`src/rtl/pwm_pkg.sv`:
```
// Shared definitions for the PWM modulator register map and its update master.
package pwm_pkg;

  typedef enum logic [1:0] {
    StIdle,
    StWrite,
    StStrobe,
    StDone
  } state_e;

  localparam int unsigned NUM_WORDS = 6;

  // Compare words in write order: low0, high0, low1, high1, low2, high2.
  typedef logic [NUM_WORDS-1:0][15:0] word_arr_t;

  localparam logic [3:0] ADDR_LOW0   = 4'h0;
  localparam logic [3:0] ADDR_HIGH0  = 4'h1;
  localparam logic [3:0] ADDR_LOW1   = 4'h2;
  localparam logic [3:0] ADDR_HIGH1  = 4'h3;
  localparam logic [3:0] ADDR_LOW2   = 4'h4;
  localparam logic [3:0] ADDR_HIGH2  = 4'h5;
  localparam logic [3:0] ADDR_MAXCTR = 4'h8;
  localparam logic [3:0] ADDR_EN     = 4'h9;
  localparam logic [3:0] ADDR_UPDATE = 4'hF;

  localparam logic [15:0] DEADTIME_DEFAULT = 16'd8;

endpackage

```
`src/rtl/pwm_update_master_if.sv`:
```
// Compare-triple stream plus Avalon-MM write bus of the PWM update master.
interface pwm_update_master_if;

  logic        cmp_valid;
  logic        cmp_ready;
  logic [95:0] cmp_data;

  logic [3:0]  M_addr;
  logic        M_write;
  logic [31:0] M_writedata;
  logic        M_waitrequest;

  modport master (
    input  cmp_valid, cmp_data, M_waitrequest,
    output cmp_ready, M_addr, M_write, M_writedata
  );

  modport slave (
    output cmp_valid, cmp_data, M_waitrequest,
    input  cmp_ready, M_addr, M_write, M_writedata
  );

endinterface

```
`src/rtl/pwm_deadtime_clamp.sv`:
```
// Raises a phase's high compare so that high - low is at least DEADTIME.
module pwm_deadtime_clamp
  import pwm_pkg::*;
#(
  parameter logic [15:0] DEADTIME = DEADTIME_DEFAULT
) (
  input  logic [15:0] low,
  input  logic [15:0] high,
  output logic [15:0] high_eff
);

  logic [16:0] min_high;

  always_comb begin
    min_high = {1'b0, low} + {1'b0, DEADTIME};
    if (min_high[16]) begin
      high_eff = 16'hFFFF;
    end else if ({1'b0, high} < min_high) begin
      high_eff = min_high[15:0];
    end else begin
      high_eff = high;
    end
  end

endmodule

```
`src/rtl/pwm_update_master.sv`:
```
// Writes a buffered, dead-time clamped compare triple plus the update strobe on each trigger.
module pwm_update_master
  import pwm_pkg::*;
#(
  parameter logic [15:0] DEADTIME = DEADTIME_DEFAULT,
  parameter int unsigned MISS_W   = 16
) (
  input  logic                 clk,
  input  logic                 reset_n,
  input  logic                 en,
  input  logic                 trig_irq,
  pwm_update_master_if.master  bus,
  output logic                 busy,
  output logic                 update_done,
  output logic                 miss,
  output logic [MISS_W-1:0]    miss_count
);

  localparam logic [MISS_W-1:0] MissOne = 1;
  localparam logic [2:0]        LastIdx = 3'(NUM_WORDS - 1);

  state_e            state_q, state_d;
  logic [2:0]        idx_q, idx_d;
  word_arr_t         buf_q, work_q, work_d, clamped;
  logic              buf_full_q, buf_full_d;
  logic              release_q;
  logic              start, load, miss_d;
  logic              miss_q;
  logic [MISS_W-1:0] miss_count_q;
  logic              m_write;
  logic [3:0]        m_addr;
  logic [31:0]       m_writedata;

  for (genvar p = 0; p < 3; p++) begin : g_clamp
    pwm_deadtime_clamp #(
      .DEADTIME (DEADTIME)
    ) u_clamp (
      .low      (bus.cmp_data[32*p +: 16]),
      .high     (bus.cmp_data[32*p+16 +: 16]),
      .high_eff (clamped[2*p+1])
    );
    assign clamped[2*p] = bus.cmp_data[32*p +: 16];
  end

  assign load          = bus.cmp_valid && !buf_full_q;
  assign bus.cmp_ready = !buf_full_q;

  // The buffer is released one cycle after its contents move to the working registers.
  always_comb begin
    buf_full_d = buf_full_q;
    if (release_q) buf_full_d = 1'b0;
    if (load)      buf_full_d = 1'b1;
  end

  always_comb begin
    state_d     = state_q;
    idx_d       = idx_q;
    work_d      = work_q;
    start       = 1'b0;
    m_write     = 1'b0;
    m_addr      = 4'h0;
    m_writedata = 32'h0;
    unique case (state_q)
      StIdle: begin
        if (trig_irq && en && buf_full_q) begin
          start   = 1'b1;
          work_d  = buf_q;
          idx_d   = 3'd0;
          state_d = StWrite;
        end
      end
      StWrite: begin
        m_write     = 1'b1;
        m_addr      = ADDR_LOW0 + {1'b0, idx_q};
        m_writedata = {16'h0, work_q[idx_q]};
        if (!bus.M_waitrequest) begin
          if (idx_q == LastIdx) state_d = StStrobe;
          else                  idx_d   = idx_q + 3'd1;
        end
      end
      StStrobe: begin
        m_write     = 1'b1;
        m_addr      = ADDR_UPDATE;
        m_writedata = 32'h1;
        if (!bus.M_waitrequest) state_d = StDone;
      end
      StDone: begin
        state_d = StIdle;
      end
      default: state_d = StIdle;
    endcase
  end

  // Any enabled trigger that does not start a sequence is a miss.
  assign miss_d = trig_irq && en && !start;

  always_ff @(posedge clk or negedge reset_n) begin
    if (!reset_n) begin
      state_q      <= StIdle;
      idx_q        <= 3'd0;
      work_q       <= '0;
      buf_q        <= '0;
      buf_full_q   <= 1'b0;
      release_q    <= 1'b0;
      miss_q       <= 1'b0;
      miss_count_q <= '0;
    end else begin
      state_q    <= state_d;
      idx_q      <= idx_d;
      work_q     <= work_d;
      buf_full_q <= buf_full_d;
      release_q  <= start;
      miss_q     <= miss_d;
      if (load) buf_q <= clamped;
      if (miss_d && !(&miss_count_q)) miss_count_q <= miss_count_q + MissOne;
    end
  end

  assign bus.M_write     = m_write;
  assign bus.M_addr      = m_addr;
  assign bus.M_writedata = m_writedata;
  assign busy            = (state_q != StIdle);
  assign update_done     = (state_q == StDone);
  assign miss            = miss_q;
  assign miss_count      = miss_count_q;

endmodule

```
`src/flat_wrapper.sv`:
```
// flat-port wrapper written by rule: the top's interface ports become plain ports
module pwm_update_master_flat import pwm_pkg::*;
#(
  parameter logic [15:0] DEADTIME = DEADTIME_DEFAULT,
  parameter int unsigned MISS_W   = 16
)
  (clk, reset_n, en, trig_irq, busy, update_done, miss, miss_count, bus_cmp_valid, bus_cmp_data, bus_M_waitrequest, bus_cmp_ready, bus_M_addr, bus_M_write, bus_M_writedata);
  pwm_update_master_if bus_i ();
  input  logic clk;
  input  logic reset_n;
  input  logic en;
  input  logic trig_irq;
  output logic busy;
  output logic update_done;
  output logic miss;
  output logic [MISS_W-1:0] miss_count;
  input wire logic [$bits(bus_i.cmp_valid)-1:0] bus_cmp_valid;
  input wire logic [$bits(bus_i.cmp_data)-1:0] bus_cmp_data;
  input wire logic [$bits(bus_i.M_waitrequest)-1:0] bus_M_waitrequest;
  output wire logic [$bits(bus_i.cmp_ready)-1:0] bus_cmp_ready;
  output wire logic [$bits(bus_i.M_addr)-1:0] bus_M_addr;
  output wire logic [$bits(bus_i.M_write)-1:0] bus_M_write;
  output wire logic [$bits(bus_i.M_writedata)-1:0] bus_M_writedata;
  assign bus_i.cmp_valid = bus_cmp_valid;
  assign bus_i.cmp_data = bus_cmp_data;
  assign bus_i.M_waitrequest = bus_M_waitrequest;
  assign bus_cmp_ready = bus_i.cmp_ready;
  assign bus_M_addr = bus_i.M_addr;
  assign bus_M_write = bus_i.M_write;
  assign bus_M_writedata = bus_i.M_writedata;
  pwm_update_master #(.DEADTIME(DEADTIME), .MISS_W(MISS_W)) u_core (.clk(clk), .reset_n(reset_n), .en(en), .trig_irq(trig_irq), .bus(bus_i), .busy(busy), .update_done(update_done), .miss(miss), .miss_count(miss_count));
endmodule
```
`config.mk`:
```
export PLATFORM = sky130hd
export DESIGN_NAME = pwm_update_master_flat
export DESIGN_NICKNAME = d
export VERILOG_FILES = /design/src/rtl/pwm_pkg.sv /design/src/rtl/pwm_update_master_if.sv /design/src/rtl/pwm_deadtime_clamp.sv /design/src/rtl/pwm_update_master.sv /design/src/flat_wrapper.sv
export SDC_FILE = /design/constraint.sdc
export NUM_CORES = 1
export LEC_CHECK = 0
export CAP_MARGIN = 5
export CORE_AREA = 2 2 196 198
export CTS_BUF_LIST = sky130_fd_sc_hd__clkbuf_8 sky130_fd_sc_hd__clkbuf_16
export CTS_CLUSTER_SIZE = 16
export DETAILED_ROUTE_END_ITERATION = 16
export DIE_AREA = 0 0 198 200
export HOLD_SLACK_MARGIN = 0.02
export PLACE_DENSITY = 0.54
export SYNTH_ARGS = -nofsm -noshare
export SYNTH_HDL_FRONTEND = slang
export SYNTH_HIERARCHICAL = 1
export SYNTH_SLANG_ARGS = --single-unit
```
`constraint.sdc`:
```
create_clock -name clk -period 2.45 [get_ports clk]
set_clock_uncertainty 0.2 [all_clocks]
set_input_delay 0.49 -clock clk [delete_from_list [all_inputs] [get_ports clk]]
set_output_delay 0.49 -clock clk [all_outputs]
set_load 0.005 [all_outputs]
```
==> run summary, run 1 <==
H-Tree Depth: 1
post-synthesis cell type count: 55
worst-skew pair later-pin latency: 0.51 ns
startpoint types: input pin
XOR/XNOR share of the synthesized area: 3.28%
placer congestion estimate: 0.854
post-synthesis adder-cell area fraction: 5.60%
Top cell by count, worst path: nand4_1
area of the die: 39600 um^2
synth top area cells: dfrtp_1 44%, mux2_2 11%, nand2_1 9.8%
flops & latches, synth: 216
Final Max Slew Viols: 0
Max rail drop VDD: 432 uV
drt drc: 0
Initial DRC Count: 558
cell at the root of the clock tree: clkbuf_16
initial core utilization: 32.9%
WL final: 35000 um
Layout Cells excl Fill: 2067
Period Utilization, post-route: 120%
DR vias: 9834
Core ar.: 37400 um^2
mux cell area share after synthesis: 18.0%
Hold Startpoint: bus_cmp_data[68]
initial antenna violation count: 0
Top delay family on crit path: simple AND/OR/NAND/NOR gates
post-synthesis compound-gate area fraction: 5.26%
Nets: 1697
fraction of layout cells with a size suffix above 1: 36.3%
GRT overflow: 0
Seq/Total Area, Yosys: 44.0%
Yosys Warn Count: 6
fin worst setup slack: -0.490 ns
Post-DP HPWL: 25700 um
post-synth top area share: 44.0%
CTS tree: built
Mapped Area: 12300 um^2
Cell Rows: 71
Required @ worst endpoint: 2.64 ns
max cap viols: 0
count leader, synth: nand2_1
area delta synth->final: 40.7%
WP depth: 12
Lkg Pwr: 0.00808 uW
largest family of logic cells by synthesized area: simple AND/OR/NAND/NOR gates
Worst Path Arrival: 3.13 ns
# setup viols final: 64
post-route minimum period: 2.94 ns
clk sink count: 216
via count of the first global-routing pass: 10.2k
Place WS: -1.45 ns
RSZ-0062 raised after global routing: yes
Peak Freq: 340 MHz
number of synthesized flops with an enable pin: 0
power share of the combinational group: 39.7%
max incr delay on CP: 0.59 ns
CP max-delay cell: or4_4
RR Startpoint: u_core/state_q[0]
sequential share of power: 39.2%
kind of critical path: input pin to register
Port Buffer Count: 142
Clock Pin Slew Worst Setup and Hold Paths: 0.05 ns
Die Width: 198 um
largest fanout on the critical path: 8
failing checks: setup timing
Switching Power: 5330 uW
placed cells: 1979
Num CTS Buffers: 24
Worst Setup End Kind: register
I/O pin cnt: 159
status: complete, but fails checks
Clk pwr share: 21.2%
synth cell count leaders: 320 x nand2_1, 216 x dfrtp_1, 122 x mux2_2
Worst Reg-to-Reg Cells: 8
synthesized instance count: 1209
top_reg_cell synth: dfrtp_1
reg2reg end: u_core/state_q[1]
Pwr Density: 943 nW/um^2
WL/cell: 16.9 um
hold path endpoint: u_core/buf_q[68]
hold depth: 2
cell taking the most area after synthesis: dfrtp_1
r2r setup slk: 0.31 ns
GRT Util Overall: 17.9%
CP bufs+invs: 3
largest net degree at the start of global routing: 66
fraction of power spent switching nets: 32.7%
crit path cell chain: buf_6, buf_4, nand4_1, nor3_2, xnor2_2, ha_1, nand4_1, or4_4, o221a_4, buf_12, mux2i_4, mux2_4
Pre-antenna DRT Iters: 5
Die Y-Extent: 200 um
Synth Area per Inst: 10.2 um^2
first-pass GRT wire length: 55700 um
Simple-Gate Fraction of Synth Area: 19.6%
# diodes: 0
Hold WC Path Type: input pin to register
Hold WS: 0.106 ns
Via density: 4.76
Antenna Nets Post-Route: 0
Final Hold Viols: 0
Int Power: 11000 uW
Post-synth ARST share: 100%
Max Buffers Root-to-Sink: 3
==> cell usage in the layout (no fill, tap or decap), types with 17 or more instances in the layout <==
master / netlist / final
nand4_1: 18 / 18
xor2_1: 26 / 22
buf_12: 4 / 19
nand3_1: 26 / 23
a21oi_1: 23 / 17
clkbuf_16: 0 / 26
clkdlybuf4s50_1: 0 / 85
inv_1: 15 / 21
buf_2: 31 / 26
nand2_1: 320 / 317
nor2b_1: 28 / 27
mux2i_1: 43 / 37
mux2_4: 0 / 46
dfrtp_1: 216 / 215
ha_1: 55 / 47
buf_6: 2 / 32
buf_4: 22 / 182
nor2_1: 79 / 64
mux2_2: 122 / 76
==> registers in the layout, indices dropped and copies added (netlist names) <==
register / count
u_core/miss: 1
u_core/buf_full_q: 1
u_core/work_q: 96
u_core/miss_count: 16
u_core/idx_q: 3
u_core/release_q: 1
u_core/buf_q: 96
u_core/state_q: 2
==> per-layer routing <==
layer  up-vias  global-route usage, %  wire [um]
met3        49                   1.90        953
li1       4786                      -          -
met1      4829                   24.2      16100
met2       170                   30.9      17100
met4         0                   4.04        829
met5         -                      0          0
==> logic make-up (layout without fill, tap and decap cells) <==
logic type,after synthesis,in the layout
buffers and inverters,87,419
xor gates and xnor gates,46,46
adders and majority gates,55,55
other,1,16
DFF,216,216
AOI/OAI and AO/OA,91,91
muxes,183,183
and+or+nand+nor,530,530
==> worst register-to-register path, delay by kind of cell (launching register included) <==
family | cells | cell delay [ns]
multiplexers | 1 | 0.32
AO/OA/AOI/OAI | 1 | 0.15
adder cells (fa/ha/maj) | 1 | 0.18
buffers and inverters | 3 | 0.40
flip-flops | 1 | 0.39
AND/OR/NAND/NOR | 2 | 0.36
==> power groups by stage <==
stage,Combinational (uW),Clock [uW],Sequential (uW)
global route,7100,3690,6590
finish,6470,3450,6380
global placement,5590,0,6350
CTS,6320,3550,6400
detailed placement,5680,0,6400
floorplan,3710,0,5930
==> through the flow <==
step	TNS (ns)	area (um^2)	util, %	total power [uW]
4_1_cts	-23.39	17100	45.7	16300
3_5_place_dp	-69.23	15600	41.8	12100
2_1_floorplan	-29.80	12500	-	9640
6_report	-23.76	17300	46.2	16300
3_3_place_gp	-66.61	15600	41.8	11900
5_1_grt	-28.84	17300	46.2	17400
==> what timing repair did <==
| action | in CTS | in global routing |
|---|---|---|
| endpoints found under the hold margin | 46 | 0 |
| endpoints found under the setup margin | 70 | 69 |
| pin swaps | 84 | 40 |
| resized for setup | 344 | 38 |
| cloned | 2 | 0 |
| hold buffers | 1 | 0 |
| buffers inserted | 34 | 10 |
==> layout make-up <==
type | instances | area [um^2]
Clock buffer | 33 | 736
Multi-Input combinational cell | 921 | 7140
Fill cell | 3567 | 20100
Timing Repair Buffer | 360 | 3270
Clock inverter | 9 | 35.0
Sequential cell | 216 | 5410
Tap cell | 511 | 639
Inverter | 17 | 63.8
==> how the worst max path moves through the flow <==
stage	startpoint	end
3_3_place_gp	bus_cmp_data[67]	u_core/buf_q[91]
2_1_floorplan	bus_cmp_data[5]	u_core/buf_q[21]
3_5_place_dp	bus_cmp_data[72]	u_core/buf_q[91]
6_report	bus_cmp_data[71]	u_core/buf_q[91]
5_1_grt	bus_cmp_data[68]	u_core/buf_q[91]
4_1_cts	u_core/idx_q[0]	bus_M_writedata[14]
(Power assumes the default switching activity.)
==> inputs of run 2 (changes only) <==
--- a/config.mk
+++ b/config.mk
@@ -17,3 +17,4 @@
 export SYNTH_HDL_FRONTEND = slang
 export SYNTH_HIERARCHICAL = 1
 export SYNTH_SLANG_ARGS = --single-unit
+export TNS_END_PERCENT = 1
==> run summary, run 2 (synthesized netlist as in run 1, its figures left out) <==
status: complete, but fails checks
failing checks: setup timing
Worst Reg-to-Reg Cells: 6
post-route minimum period: 2.88 ns
GRT Util Overall: 17.3%
Max Buffers Root-to-Sink: 3
Final Core Density: 45.1%
Port Buffer Count: 142
WL final: 34000 um
Peak Freq: 348 MHz
Hold WC Path Type: input pin to register
RR Startpoint: u_core/idx_q[0]
Pre-antenna DRT Iters: 4
GRT overflow: 0
Num CTS Buffers: 24
Antenna Nets Post-Route: 0
Cell Rows: 71
Final Hold Viols: 0
startpoint types: register
placer congestion estimate: 0.868
initial antenna violation count: 0
Period Utilization, post-route: 117%
CTS tree: built
first-pass GRT wire length: 53800 um
Post-DP HPWL: 25400 um
Worst Path Arrival: 2.19 ns
Worst Setup SP: u_core/idx_q[0]
Nets: 1669
Pwr Density: 956 nW/um^2
largest fanout on the critical path: 6
Max rail drop VDD: 524 uV
WL/cell: 16.7 um
max cap viols: 0
Hold WS: 0.0593 ns
Die Width: 198 um
fin worst setup slack: -0.427 ns
Initial DRC Count: 402
most frequent cells in the layout: 316 x nand2_1, 215 x dfrtp_1, 173 x buf_4
Layout Cells excl Fill: 2036
crit path cell chain: buf_12, buf_12, mux4_2, a22oi_2, nor2_2, clkdlybuf4s15_1
worst-skew pair later-pin latency: 0.52 ns
drt drc: 0
area of the die: 39600 um^2
placed cells: 1974
CP max-delay cell: mux4_2
DR vias: 9637
max incr delay on CP: 0.53 ns
Core ar.: 37400 um^2
Final Max Slew Viols: 0
RSZ-0062 raised after global routing: yes
fraction of layout cells with a size suffix above 1: 34.4%
Setup TNS Final: -20.80 ns
H-Tree Depth: 1
# diodes: 0
Top cell by count, worst path: buf_12
Critical path destination: bus_M_writedata[7]
r2r setup slk: 0.40 ns
Clock Pin Slew Worst Setup and Hold Paths: 0.07 ns
Required @ worst endpoint: 1.76 ns
I/O pin cnt: 159
Worst Setup End Kind: primary output
cell at the root of the clock tree: clkbuf_16
initial core utilization: 32.9%
area delta synth->final: 37.2%
Hold Startpoint: bus_cmp_data[68]
overall power: 16100 uW
reg2reg end: u_core/state_q[1]
kind of critical path: register to primary output
Lkg Pwr: 0.00780 uW
via count of the first global-routing pass: 9888
largest net degree at the start of global routing: 66
most common cell after layout, fill and taps aside: nand2_1
Via density: 4.73
# setup viols final: 66
clk sink count: 216
Die Y-Extent: 200 um
[run 2: cell types whose count changed in the layout (fill, tap and decap cells not counted), sizes merged]
cell | previous run | this run
clkinv | 2 | 6
clkbuf | 38 | 32
bufinv | 0 | 2
inv | 24 | 16
dlymetal6s2s | 0 | 1
clkinvlp | 0 | 2
buf | 261 | 229
dlygate4sd2 | 5 | 4
clkdlybuf4s15 | 3 | 11
clkdlybuf4s50 | 85 | 84
[run 2: how the worst min path moves through the flow]
stage | endpoint | slack, ns | cells past startpoint
floorplan | u_core/buf_full_q | -0.006 | 0
global placement | u_core/buf_full_q | 0.20 | 1
detailed placement | u_core/buf_full_q | 0.22 | 1
CTS | u_core/buf_q[68] | 0.04 | 2
global route | u_core/buf_q[68] | 0.05 | 2
finish | u_core/buf_q[68] | 0.06 | 2
[run 2: power breakdown]
group | internal (uW) | switching, uW | total (uW)
combinational | 3400 | 2760 | 6160
sequential | 5260 | 1050 | 6310
clock | 2200 | 1440 | 3640
total | 10900 | 5260 | 16100
[run 2: area by class of cell]
cell class                      instances  area (um^2)
Clock buffer                           30          694
Multi-Input combinational cell        921         6930
Fill cell                            3639        20500
Timing Repair Buffer                  332         3020
Tap cell                              511          639
Sequential cell                       216         5410
Inverter                               17         63.8
Clock inverter                          9          104
[run 2: worst max-delay path, delay by kind of cell (launching register included)]
family,cells,cell delay (ns)
flops,1,0.41
simple gates,1,0.09
compound gates,1,0.19
mux,1,0.53
buf+inv,3,0.45
[run 2: what timing repair did]
| item | CTS | global route |
|---|---|---|
| pin swaps | 74 | 15 |
| setup buffers | 20 | 0 |
| hold buffers | 1 | 0 |
| cloned | 2 | 0 |
| endpoints found under the hold margin | 49 | 0 |
| setup endpoints to repair | 70 | 69 |
| resized for setup | 295 | 29 |
[run 2: routing by layer]
layer / wire, um / up-vias / part of all wire (%) / global-route usage (%)
li1: - / 4717 / - / -
met1: 15900 / 4736 / 47 / 23.7
met2: 16400 / 157 / 48 / 29.7
met3: 1190 / 27 / 3.5 / 2.02
met4: 497 / 0 / 1.5 / 3.04
met5: 0 / - / 0 / 0
[run 2: through the flow]
step           instance area [um^2]  setup WS (ns)
2_1_floorplan                 12500         -0.665
3_3_place_gp                  15600          -1.42
3_5_place_dp                  15600          -1.47
4_1_cts                       16800         -0.445
5_1_grt                       16900         -0.500
6_report                      16900         -0.427
==> inputs of run 3 (changes only) <==
--- a/config.mk
+++ b/config.mk
@@ -8,7 +8,6 @@
 export CAP_MARGIN = 5
 export CORE_AREA = 2 2 196 198
 export CTS_BUF_LIST = sky130_fd_sc_hd__clkbuf_8 sky130_fd_sc_hd__clkbuf_16
-export CTS_CLUSTER_SIZE = 16
 export DETAILED_ROUTE_END_ITERATION = 16
 export DIE_AREA = 0 0 198 200
 export HOLD_SLACK_MARGIN = 0.02
==> run summary, run 3 (synthesized netlist as in run 1, its figures left out) <==
area of the die: 39600 um^2
Port Buffer Count: 142
initial core utilization: 32.9%
Final Max Slew Viols: 0
max incr delay on CP: 0.58 ns
initial antenna violation count: 0
RSZ-0062 raised after global routing: yes
clk sink count: 216
largest net degree at the start of global routing: 66
Via density: 4.74
GRT overflow: 0
cell at the root of the clock tree: clkbuf_16
reg2reg end: u_core/state_q[1]
Die Y-Extent: 200 um
RR Startpoint: u_core/idx_q[0]
GRT Util Overall: 17.2%
crit path cell chain: buf_6, and4_4, nand4_1, xor2_2, ha_1, nand3_2, or4_4, o221a_4, clkbuf_16, mux2i_1, mux2_4
Period Utilization, post-route: 118%
Initial DRC Count: 428
Hold Startpoint: bus_cmp_data[68]
met2 Track Usage GR: 29.6%
Num CTS Buffers: 24
CTS tree: built
Worst Reg-to-Reg Cells: 6
kind of critical path: input pin to register
Max Buffers Root-to-Sink: 3
Clock Pin Slew Worst Setup and Hold Paths: 0.06 ns
GRT met1 Usage: 23.7%
# diodes: 0
placed cells: 1974
gr busiest metal: met2
Lkg Pwr: 0.00789 uW
r2r setup slk: 0.40 ns
startpoint types: input pin
Pwr Density: 955 nW/um^2
Die Width: 198 um
most common cell after layout, fill and taps aside: nand2_1
Post-DP HPWL: 25400 um
Setup TNS Final: -21.57 ns
first-pass GRT wire length: 53700 um
H-Tree Depth: 1
CP bufs+invs: 2
met3 Use GR: 1.92%
Cell Rows: 71
Max rail drop VDD: 418 uV
Core ar.: 37400 um^2
failing checks: setup timing
Layout Cells excl Fill: 2040
overall power: 16200 uW
status: complete, but fails checks
hold depth: 2
Required @ worst endpoint: 2.64 ns
post-route minimum period: 2.88 ns
Hold WS: 0.0587 ns
WL/cell: 16.8 um
Final Hold Viols: 0
WL final: 34200 um
Peak Freq: 347 MHz
Place WS: -1.47 ns
Worst Path Arrival: 3.08 ns
Nets: 1673
Worst Setup End Kind: register
drt drc: 0
fin worst setup slack: -0.431 ns
hold path endpoint: u_core/buf_q[68]
DR vias: 9667
I/O pin cnt: 159
Hold WC Path Type: input pin to register
area delta synth->final: 38.0%
largest fanout on the critical path: 6
max cap viols: 0
Antenna Nets Post-Route: 0
via count of the first global-routing pass: 9916
CP max-delay cell: or4_4
placer congestion estimate: 0.868
most frequent cells in the layout: 317 x nand2_1, 215 x dfrtp_1, 177 x buf_4
Fill cells: 3616
worst-skew pair later-pin latency: 0.52 ns
fraction of layout cells with a size suffix above 1: 35.3%
# setup viols final: 66
Top delay family on crit path: simple AND/OR/NAND/NOR gates
Pre-antenna DRT Iters: 5
[run 3: area by class of cell]
class                   count  area [um^2]  share of cell area (%)
multi-input cells         921         7000                    41.3
clock buffers              30          694                    4.10
flip-flops and latches    216         5410                    31.9
inverters                  17         63.8                   0.376
well taps                 511          639                    3.77
repair buffers            336         3050                    18.0
clock inverters             9          104                   0.612
[run 3: worst max path at each step]
stage	from	to	slack (ns)	cells after the start
final	bus_cmp_data[38]	u_core/buf_q[59]	-0.43	11
after global routing	bus_cmp_data[39]	u_core/buf_q[59]	-0.51	11
after CTS	bus_cmp_data[35]	u_core/buf_q[54]	-0.41	10
after detailed placement	bus_cmp_data[37]	u_core/buf_q[54]	-1.47	10
after global placement	bus_cmp_data[4]	u_core/buf_q[22]	-1.42	10
after floorplan	bus_cmp_data[5]	u_core/buf_q[21]	-0.67	10
[run 3: worst register-to-register path: stages (launching register included)]
cell	delay (ns)
dfrtp_2	0.41
buf_4	0.32
ha_1	0.28
nand2_1	0.11
nand2_1	0.09
and3_1	0.19
mux2_1	0.33
[run 3: layer usage]
| metal | wire length, um | share of wire, % |
|---|---|---|
| met5 | 0 | 0 |
| met4 | 635 | 1.9 |
| met3 | 897 | 2.6 |
| met1 | 16300 | 48 |
| met2 | 16400 | 48 |
[run 3: what timing repair did]
item / CTS / global route
hold endpoints to repair: 49 / 0
setup endpoints to repair: 70 / 69
gates cloned: 2 / 1
hold buffers: 1 / 0
resized for setup: 295 / 62
pin swaps: 72 / 25
buffers inserted: 19 / 4
[run 3: where the power goes]
group	switching, uW	internal [uW]	total (uW)
logic	2790	3460	6250
registers	1060	5260	6320
clock network	1440	2200	3640
[run 3: metrics by stage]
| step | area (um^2) | util [%] |
|---|---|---|
| after floorplan | 12500 | - |
| after global placement | 15600 | 41.6 |
| after detailed placement | 15600 | 41.6 |
| after CTS | 16700 | 44.8 |
| after global routing | 17000 | 45.3 |
| final | 17000 | 45.3 |
==> variant: new RTL, config.mk and constraints of run 1 <==
`MISS_W` is set to 16 in 2 places; all go to 20.
--- a/src/rtl/pwm_update_master.sv
+++ b/src/rtl/pwm_update_master.sv
@@ -3,7 +3,7 @@
   import pwm_pkg::*;
 #(
   parameter logic [15:0] DEADTIME = DEADTIME_DEFAULT,
-  parameter int unsigned MISS_W   = 16
+  parameter int unsigned MISS_W   = 20
 ) (
   input  logic                 clk,
   input  logic                 reset_n,
--- a/src/flat_wrapper.sv
+++ b/src/flat_wrapper.sv
@@ -2,7 +2,7 @@
 module pwm_update_master_flat import pwm_pkg::*;
 #(
   parameter logic [15:0] DEADTIME = DEADTIME_DEFAULT,
-  parameter int unsigned MISS_W   = 16
+  parameter int unsigned MISS_W   = 20
 )
   (clk, reset_n, en, trig_irq, busy, update_done, miss, miss_count, bus_cmp_valid, bus_cmp_data, bus_M_waitrequest, bus_cmp_ready, bus_M_addr, bus_M_write, bus_M_writedata);
   pwm_update_master_if bus_i ();
Ports: changed (resized miss_count); port bits go from 159 to 163. No check against the original RTL was run, so the function may have changed too.
==> variant against run 1 <==
  * The run still ends with negative setup slack left
  * Sequential cell count up 4
  * Final area rose by 1.0%
  * Largest cell class unchanged
  * Total power is 2.1% higher
  * Setup slack better by 31 ps
  * Area after synthesis is 1.1% higher
  * Utilization is 0.47 points higher
  * Largest power group unchanged
  * Critical path depth is 1 lower
  * Critical endpoint is now u_core/buf_q[53]$_DFFE_PN0P_
  * Wire length increased by 2.7%
  * First-iteration DRC count rose by 2.3%
  * Hold slack got worse by 8.0 ps
==> variant: results <==
group,metric,value,unit
synth,ys_types,52,
min_path,holdCritStartpoint,"bus_cmp_data[8]",
setup_path,crit_fanout,6,
sta,layout_setup_ws,-460,ps
power_and_ir_drop,leakage,8.24,nW
status,violations,"negative setup slack",
grt,grt_pass1_vias,10320,
setup_path,crit_path_start,"bus_cmp_data[40]",
final_layout,fillers,3551,
drt,routedWlPerCell,17.2,µm
placement,portBuffers,146,
clocking,clock_latency,530,ps
setup_path,r2r_end,"u_core/miss_count[12]$_DFFE_PN0P_",
synth,synth_seq_area_share,44.3,%
drt,viasPerCell,4.80,
final_layout,drive_gt1_share,34.8,%
synth,synth_xor_area_share,3.59,%
power_and_ir_drop,pwr.group.sequential,6.44,mW
min_path,hold_end,"u_core/buf_q[8]$_DFFE_PN0P_",
drt,drtIter0Drc,571,
placement,place_congestion,0.860,
sta,finalSetupViolCount,64,
grt,grt_max_degree,98,
final_layout,nets,1716,
placement,dp_hpwl,26.5,mm
synth,yosys.area_share.adder,5.74,%
placement,place_ws,-1490,ps
grt,grt_use_total,18.1,%
grt,grt_pass1_wl,56.4,mm
sta,period_share,119,%
status,status,"finished, violations left",
sta,fin_hold_ws,97.9,ps
power_and_ir_drop,p_sw_share,33.3,%
setup_path,endpoint,"u_core/buf_q[53]$_DFFE_PN0P_",
sta,finalSetupTns,-22070,ps
-- variant: worst max-delay path: stages --
cell and delay (ps):
buf_6 70, and4_4 290, nand4_1 110, xor2_1 190, ha_1 340, nand3_2 100
or4_4 560, o221a_4 330, buf_6 130, mux2_2 250, mux2_4 250
-- variant: layer usage --
metal	vias to the layer above	track usage, %	part of all wire [%]
li1	4864	-	-
met1	4920	24.7	47
met2	185	31.0	48
met3	35	2.47	3.5
met4	0	3.34	1.4
met5	-	0	0
-- variant: final cells by class --
cell class / count / area (µm²) / area share (%)
inverters: 19 / 73.8 / 0.423
multi-input cells: 936 / 7190 / 41.1
clock inverters: 15 / 75.1 / 0.430
clock buffers: 31 / 731 / 4.18
flip-flops and latches: 220 / 5510 / 31.5
well taps: 511 / 639 / 3.66
repair buffers: 354 / 3260 / 18.6
-- variant: timing repair --
item                       CTS  global route
gates cloned                 1             0
setup buffers               29             4
hold endpoints to repair    46             0
pin swaps                   78            21
hold buffers                 1             0
gates resized for setup    350            40
setup endpoints to repair   69            67
